<file path="src/rtl/fazyrv_ccx_alu.sv">
// fazyrv_ccx_alu: chunk-serial ALU (AND/XOR/ADD/ROL) on the FazyRV CCX port
module fazyrv_ccx_alu #(
  parameter int CHUNKSIZE = 8,
  parameter int LATENCY   = 1
) (
  input  logic                 clk_i,
  input  logic                 rst_in,
  input  logic [CHUNKSIZE-1:0] ccx_rs_a_i,
  input  logic [CHUNKSIZE-1:0] ccx_rs_b_i,
  input  logic [1:0]           ccx_sel_i,
  input  logic                 ccx_req_i,
  output logic [CHUNKSIZE-1:0] ccx_res_o,
  output logic                 ccx_resp_o,
  output logic                 busy_o
);
  localparam int N  = 32 / CHUNKSIZE;
  localparam int CW = $clog2(N);
  typedef enum logic [1:0] {IDLE, COLLECT, COMPUTE, SEND} state_t;
  state_t state, state_n;
  logic [CW-1:0] cnt;
  logic [3:0] lat;
  logic [31:0] a, b, res, alu;
  logic [63:0] rot;
  logic [1:0] sel;
  logic take, last_lat;
  always_comb begin
    take = (state == IDLE && ccx_req_i) || state == COLLECT;
    last_lat = lat == 4'(LATENCY - 1);
    rot = {a, a} << b[4:0];
    alu = sel == 2'b00 ? a & b : sel == 2'b01 ? a ^ b : sel == 2'b10 ? a + b : rot[63:32];
    state_n = state;
    case (state)
      IDLE:    state_n = ccx_req_i ? COLLECT : IDLE;
      COLLECT: state_n = cnt == CW'(N - 2) ? COMPUTE : COLLECT;
      COMPUTE: state_n = last_lat ? SEND : COMPUTE;
      SEND:    state_n = cnt == CW'(N - 1) ? IDLE : SEND;
      default: state_n = IDLE;
    endcase
    ccx_res_o = state == SEND ? res[CHUNKSIZE-1:0] : '0;
    ccx_resp_o = state == SEND && cnt == '0;
    busy_o = state != IDLE;
  end
  always_ff @(posedge clk_i or negedge rst_in) begin
    if (!rst_in) state <= IDLE;
    else state <= state_n;
  end
  // operands fill from the top so chunk 0 lands at the LSB after N captures
  always_ff @(posedge clk_i or negedge rst_in) begin
    if (!rst_in) begin
      a <= '0;
      b <= '0;
      res <= '0;
      sel <= '0;
      cnt <= '0;
      lat <= '0;
    end else begin
      if (take) begin
        a <= {ccx_rs_a_i, a[31:CHUNKSIZE]};
        b <= {ccx_rs_b_i, b[31:CHUNKSIZE]};
      end
      if (state == IDLE && ccx_req_i) sel <= ccx_sel_i;
      if (state == COMPUTE && last_lat) res <= alu;
      else if (state == SEND) res <= res >> CHUNKSIZE;
      cnt <= ((state == COLLECT || state == SEND) && state_n == state) ? cnt + 1'b1 : '0;
      lat <= (state == COMPUTE && state_n == COMPUTE) ? lat + 4'd1 : '0;
    end
  end
endmodule

</file>
<file path="config.mk">
export PLATFORM = sky130hd
export DESIGN_NAME = fazyrv_ccx_alu
export DESIGN_NICKNAME = d
export VERILOG_FILES = /design/src/rtl/fazyrv_ccx_alu.sv
export SDC_FILE = /design/constraint.sdc
export NUM_CORES = 1
export LEC_CHECK = 0
export BUFFER_PORTS_ARGS = -buffer_cell sky130_fd_sc_hd__buf_2
export CAP_MARGIN = 20
export CORE_ASPECT_RATIO = 0.8
export CORE_UTILIZATION = 30
export DETAILED_ROUTE_END_ITERATION = 12
export GPL_TIMING_DRIVEN = 0
export PLACE_DENSITY = 0.55
export SLEW_MARGIN = 20
export SYNTH_ARGS = -nofsm -noshare
export SYNTH_HDL_FRONTEND = slang
export SYNTH_SLANG_ARGS = --single-unit
</file>
<file path="constraint.sdc">
create_clock -name clk_i -period 3.7 [get_ports clk_i]
set_input_delay 0.555 -clock clk_i [delete_from_list [all_inputs] [get_ports clk_i]]
set_output_delay 0.555 -clock clk_i [all_outputs]
set_load 0.02 [all_outputs]
</file>
# Word-level counts from Yosys, hierarchy flattened
# Cells that the tools add are included.
# op_classes
n_reduce_logical	13
bitwise	2
n_eq_ne	9
n_mux	13
shift	1
n_addsub	3
# op_table
op	count
two-way mux 32 bit	5
<< shifter 64 x 5 -> 64 bit	1
adder 32 bit	1
bitwise AND 32 bit	1
bitwise XOR 32 bit	1
== test 2 bit, second input constant	6
two-way mux 8 bit	1
one-hot mux 2 bit (4 select lines)	1
logical NOT 2 bit	3
two-way mux 2 bit	3
logical AND 1 bit	5
adder 4 x 1 -> 4 bit, second input constant	1
== test 2 x 1 -> 1 bit, second input constant	2
logical NOT 4 bit	1
two-way mux 4 bit	1
nonzero test 2 bit	2
adder 2 x 1 -> 2 bit, second input constant	1
== test 2 bit	1
logical OR 1 bit	2
two-way mux 1 bit	2
# totals
input_bits	21
regBits	106
word_cells	48
out_inout_bits	10

# Logic depth before layout (Yosys ltp)
# depth
depth_word	6
mapped_depth	10
mapped_depth_nobuf	10

# Worst setup path after synthesis
# Ideal clock, no wire load.
# synth_timing
path_kind	flip-flop to flip-flop
startpoint	reg a[0]
endpoint	reg res[28]
arrival_ns	2.558
n_path_buf	0
path_stages_with_launch	11
setup_time_ns	0.128
slack_ns	1.014
cell_sequence	dfrtp_1 > ha_1 > fa_1 > a211oi_1 > o21ai_2 > o21ai_0 > a41o_2 > o21ai_0 > a211oi_1 > mux2i_1 > o21ai_0
# synth_between
elab_chain_len	5
# synth_rtl
item	line	source
start, declared	22	logic [31:0] a, b, res, alu;
start signal, assigned	58	a <= {ccx_rs_a_i, a[31:CHUNKSIZE]};
adder 32 bit or << shifter 64 x 5 -> 64 bit (tied branches)	30, 29	
two-way mux 32 bit * (3 in series)	30	alu = sel == 2'b00 ? a & b : sel == 2'b01 ? a ^ b : sel == 2'b10 ? a + b : rot[63:32];
two-way mux 32 bit *	62	if (state == COMPUTE && last_lat) res <= alu;
end signal, assigned	62	
end signal, assigned	63	else if (state == SEND) res <= res >> CHUNKSIZE;
end, declared	22	
# Mark *: on every way between the ends. The rest lies on a longest branch, timed or not.
# A chain may end at the register's enable or synchronous reset.

# Worst setup path after layout
# layout_timing
startpoint	reg b[1]
endpoint	reg res[29]
# layout_between
elab_chain_len	5
# layout_rtl
item	line	source
start, declared	22	
start signal, assigned	59	b <= {ccx_rs_b_i, b[31:CHUNKSIZE]};
adder 32 bit or << shifter 64 x 5 -> 64 bit (tied branches)	30, 29	
two-way mux 32 bit * (3 in series)	30	
two-way mux 32 bit *	62	
# Marks and branches as above.

==> impl_results.md <==
* Status: finished, final reports clean
* Final count of hold timing violations at 0
* Fin. max-slew vios at 0
* Hold buffer count at CTS at 0
* Post-Route WL at 32610 µm
* Most common cell after layout, fill and taps aside: dfrtp_1
* Setup TNS at 0 ns
* Async SR Flop Fraction at 100.0%
* CTS tree: built
* CTS Buf Count at 9
* Iter 0 DRT Violations at 856
* Area of the mapped netlist at 9019 µm²
* Post-Syn Nets at 1001
* Core box area at 29430 µm²
* Final Wtd Congestion at just under 1
* Sequential cell area fraction in the yosys report at 29.41%
* Worst setup EP type: flop
* Period utilisation layout at 89.61%
* Post-Synthesis Cells at 942
* Clk pin slew, worst setup/hold paths at approximately 0.080 ns
* Boundary Pins at 31
* Synth Area per Inst at 9.574 µm²
* GRT Util Overall at 21.61%
* Synth Warn # at 0
* Worst rel slew slack at 41.45%
* Detailed-route via count at 7906
* # DRC at 0
* CP Max Fanout at 10
* Initial Utilization at a little under a third
* Worst hold path class: primary input to async pin
* Dpl hpwl at 25900 µm
* Share of cells above drive strength 1 at 19.21%
* Worst Skew at 0.01031 ns
* Max-cap viol count at 0
* Final Cell Area at about 10000 µm²
* RSZ-0062 raised after global routing: no
* CP required at approximately 4.0 ns
* Die area at between 30000 and 40000 µm²
* Worst-Skew Late Latency at 0.37 ns
* Fmax at 301.6 MHz
* DR WL/cell at 23.87 µm
* Vias in the first global route at 7691
* CTS root buf: clkbuf_16
* Critical path class: flop to flop
* Sequential cell area at 2653 µm²
* Global-route wire length before repair at 49170 µm
* DRT antenna net count at 0
* Syn-to-layout area delta at 10.79%
* Critical Path AT at around 3.6 ns
* # diodes at 0
* H-tree levels at 3
* DR vias/cell at approximately 5.8
* Multi-input gate area at 5871 µm²
* Initial antenna violation count at 1
* # rows at 56
* Clock Tree Buf Depth at 2
* PortBufs at 30
* Setup bufs post-CTS at 0
* Cell Area, Placed at 9674 µm²
* Die Wd at around 200 µm
* Commonest non-fill, non-tap cells in the layout: dfrtp_1 (106), mux2i_1 (105), mux2_2 (94)
* Post-CTS Resized at 0
* Fill cells at between 3000 and 4000
* CTS Sinks at 106
* Post-synthesis cell type count at 74
* TritonRoute pass-1 iters at 6
* Yosys reg bits at 106
* Largest net degree at the start of global routing at between 60 and 70
* Final setup vio count at 0
* Post-layout nets at 1043
* Slew @ Worst Pin at around 0.85 ns
* Minimum clock period at 3.315 ns
* Post-synth EDFFs at 0
* Die height at 157.1 µm
* Kind of start point of the critical path: flop
* Primary FF master, synth: dfrtp_1
* Congestion Overflow GR at 0
[layout make-up]
| class | count | area share [%] |
|---|---|---|
| buffer | 67 | 4.057 |
| clock buffer | 9 | 2.254 |
| clock inverter | 7 | 0.9266 |
| inverter | 24 | 0.9016 |
| multi-input combinational | 745 | 58.75 |
| sequential | 106 | 26.55 |
| tap | 377 | 4.721 |
| timing repair buffer | 31 | 1.841 |
[cell families after synthesis]
group	after synthesis	synth area share [%]
DFF	106	29.41
AOI/OAI and AO/OA	252	17.41
buffers and inverters	91	5.494
xor gates and xnor gates	21	2.039
muxes	223	29.47
adders and majority gates	38	5.355
and+or+nand+nor	211	10.82
[critical path, cell delays in order, from the launching register on]
cell	delay (ns)
dfrtp_1	0.44
buf_6	0.18
buf_8	0.16
mux2i_1	0.44
mux2i_1	0.21
mux4_1	0.59
mux2i_1	0.71
o22ai_1	0.15
a221o_1	0.33
[final timing paths]
kind | start | endpoint | slack [ns] | cells past startpoint
max | b[1] | res[29] | 0.38 | 8
min | rst_in | sel[1] | 0.11 | 1
max reg2reg | b[1] | res[29] | 0.38 | 8
min reg2reg | cnt[0] | cnt[0] | 0.46 | 1
max in group asynchronous | rst_in | b[1] | 2.91 | 2
min in group clk_i | ccx_rs_a_i[5] | a[29] | 0.42 | 2
[layer usage]
layer  vias to the layer above  part of all wire, %  wire length, µm  GRT usage [%]
li1                       3599                    -                -              -
met3                        35                  9.6             3122          5.700
met1                      3954                   47            15470          31.61
met2                       318                   41            13380          31.08
met5                         -                    0                0              0
met4                         0                  2.0              640          5.618
[cell usage after synthesis (all sizes together), types with 4 or more instances]
cell,number,area (µm²)
a21o,14,105.1
nand3,13,65.06
nand4,4,25.02
inv,23,86.33
nor2b,7,43.79
mux2i,105,1051
nand2b,12,75.07
ha,37,462.9
o31ai,4,30.03
nor3,12,60.06
a31oi,11,68.82
nand2,84,317.8
a211oi,12,90.09
o21ai,67,339.1
and3,16,101.4
mux2,97,1100
nor2,48,180.2
a21oi,76,380.4
dfrtp,106,2653
o21a,4,30.03
and2,4,25.02
mux4,21,506.7
o22ai,8,50.05
clkbuf,40,200.2
a22oi,8,60.06
buf,27,205.2
xnor2,13,113.9
xor2,8,70.07
a221oi,8,70.07
o211ai,8,60.06
[flip-flops by register name, indices dropped and copies added (netlist names)]
| name | count |
|---|---|
| b | 32 |
| sel | 2 |
| a | 32 |
| res | 32 |
| cnt | 2 |
| lat | 4 |
| state | 2 |
[stage by stage]
stage / hold WS (ns) / utilization, % / setup slack, ns / std cells
6_report: 0.1077 / 33.95 / 0.3846 / 1366
5_1_grt: 0.1392 / 33.95 / 0.2367 / 1366
3_5_place_dp: 0.4550 / 32.87 / 0.4531 / 1350
3_3_place_gp: 0.4555 / 32.76 / 0.4473 / 1349
4_1_cts: 0.1243 / 33.95 / 0.4181 / 1366
2_1_floorplan: 0.2594 / - / 1.014 / 942
Power is left out: the tool's default activity adds up to more than one toggle a clock period on the data nets, which glitch-free logic cannot reach.
